**config.mk**
```make
export PLATFORM = sky130hd
export DESIGN_NAME = maquina_gear_sequencer
export DESIGN_NICKNAME = d
export VERILOG_FILES = /design/src/rtl/maquina_pkg.sv /design/src/rtl/maquina_sel_debounce.sv /design/src/rtl/maquina_gear_sequencer.sv
export SDC_FILE = /design/constraint.sdc
export NUM_CORES = 1
export LEC_CHECK = 0
export ABC_CLOCK_PERIOD_IN_PS = 2380
export BUFFER_PORTS_ARGS = -buffer_cell sky130_fd_sc_hd__buf_2
export CAP_MARGIN = 5
export CELL_PAD_IN_SITES_DETAIL_PLACEMENT = 1
export CELL_PAD_IN_SITES_GLOBAL_PLACEMENT = 2
export CORE_ASPECT_RATIO = 1.5
export CORE_MARGIN = 5
export CORE_UTILIZATION = 38
export DETAILED_ROUTE_END_ITERATION = 16
export HOLD_SLACK_MARGIN = 0.08
export PLACE_DENSITY = 0.87
export SLEW_MARGIN = 20
export SYNTH_ARGS = -nofsm -noshare
export SYNTH_HDL_FRONTEND = slang
export SYNTH_SLANG_ARGS = --single-unit
export TNS_END_PERCENT = 100
```
**constraint.sdc**
```tcl
create_clock -name clk -period 2.38 [get_ports clk]
set_input_delay 0.119 -clock clk [delete_from_list [all_inputs] [get_ports clk]]
set_output_delay 0.119 -clock clk [all_outputs]
set_load 0.01 [all_outputs]
```
**src/rtl/maquina_pkg.sv**
```systemverilog
// Shared types and selector code constants for the gear sequencer.
package maquina_pkg;

  typedef enum logic [1:0] {
    PARK  = 2'd0,
    REV   = 2'd1,
    NEUT  = 2'd2,
    DRIVE = 2'd3
  } mode_t;

  // Selector bit order is {P,R,N,D}, bit0 = D.
  localparam logic [3:0] SEL_P = 4'b1000;
  localparam logic [3:0] SEL_R = 4'b0100;
  localparam logic [3:0] SEL_N = 4'b0010;
  localparam logic [3:0] SEL_D = 4'b0001;

  function automatic logic is_onehot4(input logic [3:0] code);
    return (code != 4'b0000) && ((code & (code - 4'b0001)) == 4'b0000);
  endfunction

  function automatic mode_t code_to_mode(input logic [3:0] code);
    case (code)
      SEL_R:   return REV;
      SEL_N:   return NEUT;
      SEL_D:   return DRIVE;
      default: return PARK;
    endcase
  endfunction

endpackage

```
**src/rtl/maquina_sel_debounce.sv**
```systemverilog
// Two-flop synchroniser on the raw selector plus a stability counter; a code is
// accepted once DEBOUNCE_CYCLES consecutive synchronised samples agree.
module maquina_sel_debounce
  import maquina_pkg::*;
#(
  parameter int DEBOUNCE_CYCLES = 16
) (
  input  logic       clk,
  input  logic       reset,
  input  logic [3:0] sel,
  output logic [3:0] code,
  output logic       valid
);

  localparam int CW = $clog2(DEBOUNCE_CYCLES + 1);
  localparam logic [CW-1:0] CNT_MAX = CW'(DEBOUNCE_CYCLES);

  logic [3:0]    sync1;
  logic [3:0]    sync2;
  logic [CW-1:0] cnt;
  logic [CW-1:0] cnt_next;

  // sync1 is the sample entering sync2 on this edge; a change restarts the run at one.
  always_comb begin
    cnt_next = cnt;
    if (sync1 != sync2) begin
      cnt_next = CW'(1);
    end else if (cnt != CNT_MAX) begin
      cnt_next = cnt + CW'(1);
    end
  end

  always_ff @(posedge clk) begin
    if (!reset) begin
      sync1 <= SEL_P;
      sync2 <= SEL_P;
      cnt   <= '0;
      code  <= SEL_P;
      valid <= 1'b1;
    end else begin
      sync1 <= sel;
      sync2 <= sync1;
      cnt   <= cnt_next;
      if (cnt_next == CNT_MAX) begin
        code  <= sync1;
        valid <= is_onehot4(sync1);
      end
    end
  end

endmodule

```
**src/rtl/maquina_gear_sequencer.sv**
```systemverilog
// Selector-driven mode FSM with reverse/drive neutral interlock, dwell-timed
// auto-upshift and kickdown across N_GEARS forward gears.
module maquina_gear_sequencer
  import maquina_pkg::*;
#(
  parameter int N_GEARS         = 4,
  parameter int DWELL_CYCLES    = 1000,
  parameter int DEBOUNCE_CYCLES = 16
) (
  input  logic               clk,
  input  logic               reset,
  input  logic [3:0]         sel,
  input  logic               kick,
  output logic [N_GEARS-1:0] gear_oh,
  output logic               park,
  output logic               neutral,
  output logic               reverse,
  output logic               shift,
  output logic               fault
);

  localparam int GW = $clog2(N_GEARS);
  localparam int DW = $clog2(DWELL_CYCLES);
  localparam logic [GW-1:0] GEAR_TOP   = GW'(N_GEARS - 1);
  localparam logic [DW-1:0] DWELL_LAST = DW'(DWELL_CYCLES - 1);

  logic [3:0]    code;
  logic          valid;
  mode_t         mode;
  mode_t         mode_next;
  mode_t         target;
  logic [GW-1:0] gear;
  logic [GW-1:0] gear_next;
  logic [DW-1:0] dwell;
  logic [DW-1:0] dwell_next;
  logic          shift_next;

  maquina_sel_debounce #(
    .DEBOUNCE_CYCLES(DEBOUNCE_CYCLES)
  ) u_debounce (
    .clk  (clk),
    .reset(reset),
    .sel  (sel),
    .code (code),
    .valid(valid)
  );

  // An invalid accepted code freezes mode, gear and dwell entirely.
  always_comb begin
    mode_next  = mode;
    gear_next  = gear;
    dwell_next = dwell;
    shift_next = 1'b0;
    target     = code_to_mode(code);
    if (valid) begin
      if (target == mode) begin
        if (mode == DRIVE) begin
          if (kick && (gear != '0)) begin
            gear_next  = gear - GW'(1);
            dwell_next = '0;
            shift_next = 1'b1;
          end else if (gear == GEAR_TOP) begin
            dwell_next = '0;
          end else if (dwell == DWELL_LAST) begin
            gear_next  = gear + GW'(1);
            dwell_next = '0;
            shift_next = 1'b1;
          end else begin
            dwell_next = dwell + DW'(1);
          end
        end
      end else begin
        gear_next  = '0;
        dwell_next = '0;
        // Reverse and drive never meet directly; NEUT sits between them for one cycle.
        if ((mode == REV && target == DRIVE) || (mode == DRIVE && target == REV)) begin
          mode_next = NEUT;
        end else begin
          mode_next = target;
        end
      end
    end
  end

  always_ff @(posedge clk) begin
    if (!reset) begin
      mode    <= PARK;
      gear    <= '0;
      dwell   <= '0;
      gear_oh <= '0;
      park    <= 1'b1;
      neutral <= 1'b0;
      reverse <= 1'b0;
      shift   <= 1'b0;
      fault   <= 1'b0;
    end else begin
      mode    <= mode_next;
      gear    <= gear_next;
      dwell   <= dwell_next;
      gear_oh <= (mode_next == DRIVE) ? (N_GEARS'(1) << gear_next) : '0;
      park    <= (mode_next == PARK);
      neutral <= (mode_next == NEUT);
      reverse <= (mode_next == REV);
      shift   <= shift_next;
      fault   <= !valid;
    end
  end

endmodule

```
# Word level (Yosys, flattened, before mapping)
# Cells that the tools add are included.
# classes
n_shift	1
eq_ne	17
add_sub_neg	5
n_reduce_logical	13
bitwise	1
n_mux	20
# ops
cell	count
2-to-1 mux 10 bit	5
2-to-1 mux 2 bit	9
adder 10 x 1 -> 10 bit (second input constant)	1
== test 10 bit (second input constant)	1
== test 2 bit (second input constant)	5
2-to-1 mux 5 bit	2
== test 2 x 1 -> 1 bit (second input constant)	3
case mux 2 bit (3 select lines)	1
adder 5 x 1 -> 5 bit (second input constant)	1
== test 5 bit (second input constant)	1
inequality test 5 bit (second input constant)	1
AND 4 bit	1
== test 4 x 1 -> 1 bit (second input constant)	1
== test 4 x 2 -> 1 bit (second input constant)	1
== test 4 x 3 -> 1 bit (second input constant)	1
logical AND 1 bit	4
logical NOT 4 bit	1
inequality test 4 bit	1
AND reduction 2 bit	2
AND reduction 4 bit	1
nonzero test 4 bit	1
left shift 1 x 2 -> 4 bit (first input constant)	1
subtractor 4 x 1 -> 4 bit (second input constant)	1
2-to-1 mux 1 bit	3
other kinds (8)	8
# word_totals
reg_bits	41
word_cells	71
input_bits	7
output_inout_bits	9

# Longest topological paths before layout
# logic_depth
ltp_word	10
mapped_depth	8
mapped_depth_nobuf	8

# Cells and area by module
# From an unflattened synthesis, not the netlist that was laid out.
# unflattened
cells_unflattened	220
hier_area_um2	2038.2
# by_module_without_submodules
module	seq_area_each_um2	area_per_inst_um2	instances	cells_each
maquina_gear_sequencer	460.4	1249.9	1	142
maquina_sel_debounce	360.3	788.3	1	78

# Worst setup path after synthesis
# OpenSTA, ideal clock, no wires.
# synth_timing
kind	flip-flop to flip-flop
from	reg mode[1]
to	reg gear[0]
path_slack_ps	566
stages_incl_launch_ff	8
t_arrival_ps	1699
required_ps	2265
n_path_buf	1
setup_ps	115
synth_period_minus_slack_ps	1814
cell_sequence	dfxtp_1 -> and2_1 -> buf_6 -> and4b_4 -> or2_4 -> o2111a_1 -> o22a_1 -> and2_1
# synth_via
elab_chain_len	4
word_cells_on_any_way	5
cone_classes	eq/ne (2); mux (3)
# synth_lines
item	line	rtl
from (decl)	maquina_gear_sequencer.sv:29	mode_t mode;
from (signal assigned)	maquina_gear_sequencer.sv:97	mode <= mode_next;
== test 2 bit	maquina_gear_sequencer.sv:57	if (mode == DRIVE) begin
2-to-1 mux 2 bit	maquina_gear_sequencer.sv:57	
2-to-1 mux 2 bit (*)	maquina_gear_sequencer.sv:56	if (target == mode) begin
2-to-1 mux 2 bit (*)	maquina_gear_sequencer.sv:55	if (valid) begin
to (signal assigned)	maquina_gear_sequencer.sv:98	gear <= gear_next;
to (decl)	maquina_gear_sequencer.sv:32	logic [GW-1:0] gear;
# Mark *: on every way between the ends. The rest lies on a longest branch, timed or not.
# A chain may end at the register's enable or synchronous reset.

# Worst setup path in the final report
# layout_timing
from	reg u_debounce.code[2]
to	reg dwell[5]
# layout_via
elab_chain_len	5
word_cells_on_any_way	8
cone_classes	eq/ne (5); mux (2); reduce/logical (1)
# layout_lines
item	line	rtl
from (decl)	maquina_sel_debounce.sv:11	output logic [3:0] code,
from (signal assigned)	maquina_sel_debounce.sv:45	code <= sync1;
== test 4 x 1 -> 1 bit, or another cell as far along	maquina_pkg.sv:22	case (code)
case mux 2 bit (3 select lines) (*)	maquina_pkg.sv:22	
== test 2 bit (*)	maquina_gear_sequencer.sv:56	
inequality test 2 x 1 -> 1 bit (no line)	n/a	
AND reduction 2 bit (no line)	n/a	
to (signal assigned)	maquina_gear_sequencer.sv:99	dwell <= dwell_next;
to (decl)	maquina_gear_sequencer.sv:34	logic [DW-1:0] dwell;
# Marked as above.

==> flow_summary.ini <==
[status]
status = completed

[routing]
drt-initial-drc-count = 38
routed_wirelength_um = 4100
routedWlPerCell_um = 13.8
drc = 0
ant_nets = 0
vias = 1515
drtPass1Iterations = 4
vias_per_cell = 5.12

[yosys]
mappedNetlistNets = 219
synth_area_mm2 = 0.00209
netlist_instances = 207
yosysWarnings = 0
ys_types = 55
ys_seq_area_share_pct = 39.3
ys_top_cells_by_area = dfxtp_1, nor3b_2, xor2_1
syn_area_per_cell_um2 = 10.1
postSynth.asyncResetShare_pct = 0
synth_edf_count = 0
synth_flop_cell = dfxtp_1
yosysTopAreaCellShare_pct = 39.3
synth_largest_area_cell = dfxtp_1
synth_seq_cells = 41

[sta]
setup_ws_ps = 289
period_needed_ps = 2090
fmax_ghz = 0.478
fin_worst_skew_ps = 4.23
worst_pin_slew_ps = 507
rsz0062_at_grt = no
period_share_pct = 87.9
finalSetupViolCount = 0
hold_viol = 0
slew_headroom_pct = 66.2
tns_ps = 0
final-max-slew-violation-count = 0

[cts]
htree_levels = 2
cts_tree = built
ctsResizeCount = 0
clockBufferDepth = 2
clk_pin_slew_ps = 70
numCtsBuffers = 5
post_cts_buffers = 0
clock-sinks = 41
cts_hold_buf = 4
cts-root-buf = clkbuf_8
clk_latency_ps = 290

[placement]
gp_congestion = 0.722
post-place-cells = 286
dpl_worst_slack_ps = 273
post_dp_cell_area_mm2 = 0.00222
port_buffers = 15
dp.final_hpwl_um = 2960

[finish]
antenna_cells = 0
nNetsFinal = 239
fillers = 641
multiInputGateArea_mm2 = 0.00119
drive_above_1_share_pct = 22.6
area_growth_pct = 11.7
design_area_mm2 = 0.00234
final_cells = 296
ff_latch_area_um2 = 821

[floorplan]
ios = 16
die_w_um = 70.6
dieArea_mm2 = 0.00712
die_h_um = 101
start_util_pct = 38.7
core_area_mm2 = 0.00541
rows = 33

[hold_path]
hold_depth = 2
hold_start = reset
holdCritPathClass = in -> reg
hold_path_end = u_debounce.code[3]

[global_routing]
antenna_found_initial = 0
grt_pass1_wl_um = 7320
grt_pass1_vias = 1598
overflow = 0
track_usage_pct = 13.0
grt_max_degree = 33

[worst_setup_path]
endpoint_kind = flip-flop
worstPathMaxFanout = 11
rr_worst_depth = 6
r2r_setup_slack_ps = 290
r2r_start = u_debounce.code[2]
rr_endpoint = dwell[5]
arrival_ps = 2310
start_kind = flip-flop
crit_required_ps = 2600
crit_type = reg -> reg

[power_and_ir_drop]
power_w = 0.00117
leakage_nw = 0.884
irDropWorstVdd_v = 0.000228
p_per_area_mw_per_mm2 = 502

[job]
max-cap-violations = 0
-- sequential cells by signal (all words and copies together) (netlist names) --
name	cells
gear_oh	4
u_debounce.cnt	5
dwell	10
u_debounce.sync2	4
u_debounce.sync1	4
u_debounce.valid	1
reverse	1
mode	2
u_debounce.code	4
gear	2
park	1
neutral	1
shift	1
fault	1
-- synth_stat cells, types with 2 or more instances --
cell / n
xor2_1: 14
nor2b_1: 7
buf_6: 2
mux2i_1: 6
inv_1: 8
o21ai_0: 3
clkbuf_1: 2
nand2_1: 5
o21ai_1: 2
and2_1: 12
nor2_1: 9
nor4_2: 2
buf_2: 3
nand3_1: 5
nand4_1: 6
or2_2: 2
o21a_1: 2
and3_1: 3
dfxtp_1: 41
a211oi_1: 2
nor3_1: 5
nand2b_1: 5
nand3b_1: 3
a21oi_1: 7
xnor2_1: 4
nor3b_2: 11
ha_1: 5
o22ai_1: 4
-- placed cells by master, fill, tap and decap left out, types with 3 or more instances in the layout --
master and instances:
buf_4 3, buf_2 15, nor3b_2 11, nor2b_1 7, o21ai_0 3, xnor2_1 4
nor2_1 9, and2_1 12, dlygate4sd3_1 4, clkbuf_8 5, inv_1 8, nand4_1 6
nand3b_1 3, nand2_1 5, nor3_1 5, xor2_1 14, mux2i_1 6, nand2b_1 5
ha_1 5, nand3_1 5, and3_1 3, a21oi_1 7, o22ai_1 4, dfxtp_1 41
-- stage by stage --
stage | hold WS (ps) | utilization (%)
2_1_floorplan | 220 | -
3_3_place_gp | 309 | 41.1
6_report | 233 | 43.2
3_5_place_dp | 309 | 41.1
4_1_cts | 242 | 43.2
5_1_grt | 269 | 43.2
-- logic make-up (layout without fill, tap and decap cells) --
group	after synthesis	count (layout)	share of synthesized area [%]
AOI/OAI and AO/OA	30	30	12.0
DFF	41	41	39.3
adders and majority gates	5	5	2.99
muxes	6	6	2.87
buffers and inverters	17	36	4.01
and+or+nand+nor	90	90	31.4
xor gates and xnor gates	18	18	7.54
-- per-layer routing --
layer | wire length, um | track usage (%) | vias up
met5 | 0 | 0 | -
met4 | 86 | 6.51 | 0
li1 | - | - | 765
met2 | 2410 | 25.0 | 5
met3 | 49 | 2.40 | 5
met1 | 1550 | 13.0 | 740
-- power breakdown --
group	switching [W]	internal [W]	total (W)	leakage, nW
clock network	0.000221	0.000193	0.000414	0.0399
registers	0.00000907	0.000694	0.000703	0.332
logic	0.0000254	0.0000308	0.0000563	0.512
total	0.000255	0.000918	0.00117	0.884
-- final cells by class --
| type | count | area share (%) |
|---|---|---|
| Inverter | 8 | 1.29 |
| Multi-Input combinational cell | 149 | 50.8 |
| Clock buffer | 5 | 2.95 |
| Tap cell | 70 | 3.75 |
| Sequential cell | 41 | 35.1 |
| Clock inverter | 1 | 0.214 |
| Timing Repair Buffer | 22 | 5.89 |
-- worst max-delay path, cell delays in order (launching register included) --
cell,delay [ps]
dfxtp_1,400
or2_1,290
a2111oi_4,420
or2_4,230
o211ai_2,90
o21a_1,360
nor3b_2,230
-- how the worst max path moves through the flow --
stage	start	end	slack (ps)	cells past startpoint
2_1_floorplan	mode[1]	gear[0]	570	7
3_3_place_gp	u_debounce.code[0]	dwell[7]	320	6
3_5_place_dp	u_debounce.code[2]	dwell[8]	270	6
4_1_cts	u_debounce.code[2]	dwell[5]	260	6
5_1_grt	u_debounce.code[2]	dwell[5]	120	6
6_report	u_debounce.code[2]	dwell[5]	290	6
No activity file was read; power rests on OpenSTA's default activity.
